`config.mk`:
```
export PLATFORM = sky130hd
export DESIGN_NAME = hazard_sequencer
export DESIGN_NICKNAME = d
export VERILOG_FILES = /design/src/rtl/hazard_sequencer.sv
export SDC_FILE = /design/constraint.sdc
export NUM_CORES = 1
export LEC_CHECK = 0
export ABC_CLOCK_PERIOD_IN_PS = 3800
export CORE_MARGIN = 2
export CORE_UTILIZATION = 49
export CTS_CLUSTER_SIZE = 8
export DETAILED_ROUTE_END_ITERATION = 12
export GPL_TIMING_DRIVEN = 1
export PLACE_DENSITY = 0.83
export SYNTH_ARGS = -nofsm -noshare
export SYNTH_HDL_FRONTEND = slang
export SYNTH_SLANG_ARGS = --single-unit
```
`constraint.sdc`:
```
create_clock -name clk -period 3.8 [get_ports clk]
set_input_delay 0.38 -clock clk [delete_from_list [all_inputs] [get_ports clk]]
set_output_delay 0.38 -clock clk [all_outputs]
set_load 0.01 [all_outputs]
```
`src/rtl/hazard_sequencer.sv`:
```
// Hazard and stall sequencer for the Osiris I five-stage RV32I core.
// Drives stage holds/bubbles, EX forwarding selects and memory-timeout state.
module hazard_sequencer #(
   parameter int MEM_TIMEOUT = 255,
   parameter int CNT_W       = 16
) (
   input  logic             clk,
   input  logic             rst_n,
   input  logic [4:0]       i_rs1_ID,
   input  logic [4:0]       i_rs2_ID,
   input  logic [4:0]       i_rs1_EX,
   input  logic [4:0]       i_rs2_EX,
   input  logic [4:0]       i_rd_EX,
   input  logic             i_mem_read_EX,
   input  logic             i_pc_src_EX,
   input  logic [4:0]       i_rd_MEM,
   input  logic             i_reg_write_MEM,
   input  logic [4:0]       i_rd_WB,
   input  logic             i_reg_write_WB,
   input  logic             i_dmem_req_MEM,
   input  logic             i_dmem_ack_MEM,
   output logic             o_stall_IF,
   output logic             o_stall_ID,
   output logic             o_stall_EX,
   output logic             o_stall_MEM,
   output logic             o_flush_ID,
   output logic             o_flush_EX,
   output logic             o_flush_WB,
   output logic [1:0]       o_forward_a_EX,
   output logic [1:0]       o_forward_b_EX,
   output logic             o_mem_err,
   output logic [CNT_W-1:0] o_stall_cnt,
   output logic [CNT_W-1:0] o_flush_cnt
);

   typedef enum logic [1:0] {RUN, MEM_WAIT, ERR} state_t;

   localparam logic [7:0] TMO = 8'(MEM_TIMEOUT);

   state_t     state;
   logic [7:0] wait_cnt;
   logic       mem_wait;
   logic       load_use;
   logic       hold;
   logic       branch;
   logic       bubble;

   assign mem_wait = i_dmem_req_MEM & ~i_dmem_ack_MEM;
   assign load_use = i_mem_read_EX & (i_rd_EX != 5'd0) &
                     ((i_rd_EX == i_rs1_ID) | (i_rd_EX == i_rs2_ID));

   // A frozen pipeline masks branch and load-use; they re-evaluate on release.
   assign hold   = (state == ERR) | mem_wait;
   assign branch = ~hold & i_pc_src_EX;
   assign bubble = ~hold & ~i_pc_src_EX & load_use;

   always_comb begin
      o_stall_IF  = hold | bubble;
      o_stall_ID  = hold | bubble;
      o_stall_EX  = hold;
      o_stall_MEM = hold;
      o_flush_ID  = branch;
      o_flush_EX  = branch | bubble;
      o_flush_WB  = hold;
   end

   function automatic logic [1:0] fwd_sel(input logic [4:0] rs);
      if (i_reg_write_MEM && (i_rd_MEM != 5'd0) && (i_rd_MEM == rs))
         return 2'b10;
      else if (i_reg_write_WB && (i_rd_WB != 5'd0) && (i_rd_WB == rs))
         return 2'b01;
      else
         return 2'b00;
   endfunction

   assign o_forward_a_EX = fwd_sel(i_rs1_EX);
   assign o_forward_b_EX = fwd_sel(i_rs2_EX);

   always_ff @(posedge clk or negedge rst_n) begin
      if (!rst_n) begin
         state     <= RUN;
         wait_cnt  <= 8'd0;
         o_mem_err <= 1'b0;
      end else begin
         unique case (state)
            RUN: begin
               if (mem_wait) begin
                  state    <= MEM_WAIT;
                  wait_cnt <= 8'd1;
               end else begin
                  wait_cnt <= 8'd0;
               end
            end
            MEM_WAIT: begin
               if (!mem_wait) begin
                  state    <= RUN;
                  wait_cnt <= 8'd0;
               end else if (wait_cnt == TMO) begin
                  state     <= ERR;
                  o_mem_err <= 1'b1;
               end else begin
                  wait_cnt <= wait_cnt + 8'd1;
               end
            end
            ERR: begin
               state     <= ERR;
               o_mem_err <= 1'b1;
            end
            default: begin
               state    <= RUN;
               wait_cnt <= 8'd0;
            end
         endcase
      end
   end

   always_ff @(posedge clk or negedge rst_n) begin
      if (!rst_n) begin
         o_stall_cnt <= '0;
         o_flush_cnt <= '0;
      end else begin
         if (o_stall_IF && (o_stall_cnt != '1))
            o_stall_cnt <= o_stall_cnt + CNT_W'(1);
         if (branch && (o_flush_cnt != '1))
            o_flush_cnt <= o_flush_cnt + CNT_W'(1);
      end
   end

endmodule
```
==> results.json <==
{
  "clkSinkCount": 43,
  "grt_pass1_wl_um": 8590,
  "ios": 87,
  "ctsHoldBuffers": 0,
  "rrSetupSlack_ns": 1.78,
  "diodes": 0,
  "maxSlewViolCount": 0,
  "first_iter_violations": 94,
  "synth_top_area_share_pct": 42.55,
  "timing.hold.ws_ns": 0.1944,
  "grt_pass1_vias": 1953,
  "clk_pin_slew_ns": 0.09,
  "dp_hpwl_um": 4287,
  "total_power_uw": 1310,
  "seq_area_frac_synth_pct": 42.55,
  "coreArea_mm2": 0.005042,
  "die_y_um": 75.84,
  "tightestPinTransition_ns": 0.9077,
  "setup_viol": 0,
  "fmaxAchievable_mhz": 337.5,
  "clock_latency_ns": 0.30,
  "drv_cap": 0,
  "syn_area_mm2": 0.002529,
  "cts_resized": 0,
  "vdd_drop_max_uv": 176.7,
  "grt.total_usage_pct": 19.41,
  "start_util_pct": 50.15,
  "nNetsFinal": 381,
  "dr.pass1.iters": 4,
  "drive_gt1_share_pct": 9.226,
  "drc": 0,
  "die_w_um": 75.84,
  "synth_nets": 291,
  "relSlewSlack_pct": 39.48,
  "worstSetupPathType": "in -> out",
  "setup_tns_ns": 0,
  "hold_viol": 0,
  "ys_warn_count": 0,
  "fp-row-count": 26,
  "required_ns": 3.42,
  "numPortBuffers": 86,
  "critPathCaptureType": "output port",
  "synth.avg_cell_area_um2": 10.32,
  "synth-main-ff-cell": "dfrtp_1",
  "final_util_pct": 70.17,
  "fin_crit_ns": 2.963,
  "cts_setup_buffers": 0,
  "vias": 2113,
  "die-area_mm2": 0.005751,
  "worstPathMaxFanout": 3,
  "rsz0062_at_grt": "no",
  "yosysTopAreaCell": "dfrtp_1",
  "crit_arrival_ns": 2.58,
  "place_congestion": 0.7972,
  "async_flop_share_pct": 100.0,
  "ys_types": 41,
  "synth_edf_count": 0,
  "cts_buffer_depth": 2,
  "grt_max_degree": 44,
  "drtAntennaViolNets": 0,
  "antenna_found_initial": 0,
  "syn_inst": 245,
  "cts_buffers": 5,
  "synthTopCellsByArea": "dfrtp_1 43%, xnor2_1 9.7%, xor2_1 9.7%",
  "clock_skew_ns": 0.01272,
  "status": "finished, final reports clean",
  "cts_htree_levels": 2,
  "worstHoldPathType": "in -> async",
  "syn2layout_area_growth_pct": 39.93,
  "critPathLaunchType": "primary input",
  "tritoncts": "yes",
  "avgRoutedWirePerCell_um": 13.06,
  "p_leak_uw": 0.001454,
  "wl_um": 5302,
  "power_density_mw_per_mm2": 370.1,
  "viasPerCell": 5.204,
  "ys_ff_latch": 43,
  "fin_crit_sh_pct": 77.98,
  "root_buffer": "clkbuf_8",
  "grt_overflow": 0,
  "n_fill_cell": 391
}
## cell usage after synthesis (all sizes together) (4+ instances only)
master / count
nor4: 8
a21oi: 9
nor3: 4
a31oi: 7
xor2: 28
nand3: 17
nor2: 15
mux2: 6
and3: 14
nand2: 19
nand4: 6
o21ai: 7
or4: 4
dfrtp: 43
xnor2: 28
buf: 4
## power breakdown
part | internal, uW | switching, uW
Sequential | 525 | 79.8
Clock | 131 | 164
Combinational | 245 | 164
## placed cells by master, fill, tap and decap left out, types with 5 or more instances in the layout
master           Yosys  routed
nor2_1              15      15
clkdlybuf4s50_1      0      85
nand2_1             19      19
and3_1              13      13
o21ai_0              7       7
a21oi_1              8       8
nand4_1              5       5
dfrtp_1             43      43
xnor2_1             28      28
a31oi_1              7       7
clkbuf_8             0       5
nand3_1             16      16
xor2_1              28      28
## metal layers
layer / track usage, % / share of wire (%)
met1: 24.13 / 43
met2: 33.05 / 51
met3: 3.836 / 3.7
met4: 7.602 / 2.2
met5: 0 / 0
## stage by stage
stage | cells | setup slack, ns | instance area (um2)
after floorplan | 245 | 1.747 | 2529
after global placement | 398 | 0.9077 | 3446
after detailed placement | 398 | 0.8400 | 3446
after CTS | 406 | 0.8379 | 3538
after global routing | 406 | 0.6958 | 3538
final | 406 | 0.8367 | 3538
## registers in the layout (all words and copies together) (netlist names)
name	cells
o_flush_cnt	16
wait_cnt	8
o_mem_err	1
state	2
o_stall_cnt	16
## worst max-delay path, cell delays in order
cell,delay [ns]
clkdlybuf4s50_1,0.47
or4_1,0.53
o21ai_0,0.22
nor4_1,0.11
nor4_1,0.29
clkdlybuf4s50_1,0.58
## worst paths after layout
kind / start / endpoint / cells past startpoint
max: i_rd_MEM[1] / o_forward_a_EX[0] / 6
min: rst_n / o_stall_cnt[14]$_DFFE_PN0P_ / 1
max reg2reg: wait_cnt[0]$_DFFE_PN0P_ / wait_cnt[5]$_DFFE_PN0P_ / 9
min reg2reg: o_flush_cnt[4]$_DFFE_PN0P_ / o_flush_cnt[4]$_DFFE_PN0P_ / 1
max in group asynchronous: rst_n / wait_cnt[1]$_DFFE_PN0P_ / 1
min in group clk: o_flush_cnt[4]$_DFFE_PN0P_ / o_flush_cnt[4]$_DFFE_PN0P_ / 1
## area by class of cell
type | instances | area, um2 | share of cell area [%]
clock buffer | 5 | 68.82 | 1.945
clock inverter | 3 | 23.77 | 0.6719
inverter | 3 | 11.26 | 0.3182
multi-input combinational | 195 | 1408 | 39.78
sequential | 43 | 1076 | 30.41
tap | 70 | 87.58 | 2.475
timing repair buffer | 87 | 863.3 | 24.40
## kinds of logic (layout without fill, tap and decap cells)
family | after synthesis | count (layout) | synth area share [%]
compound gates | 30 | 30 | 7.422
buf+inv | 7 | 98 | 1.781
fa+ha+maj | 3 | 3 | 1.485
simple gates | 99 | 99 | 24.29
flops | 43 | 43 | 42.55
mux | 7 | 7 | 3.068
xor+xnor | 56 | 56 | 19.40
(Power assumes the default switching activity.)
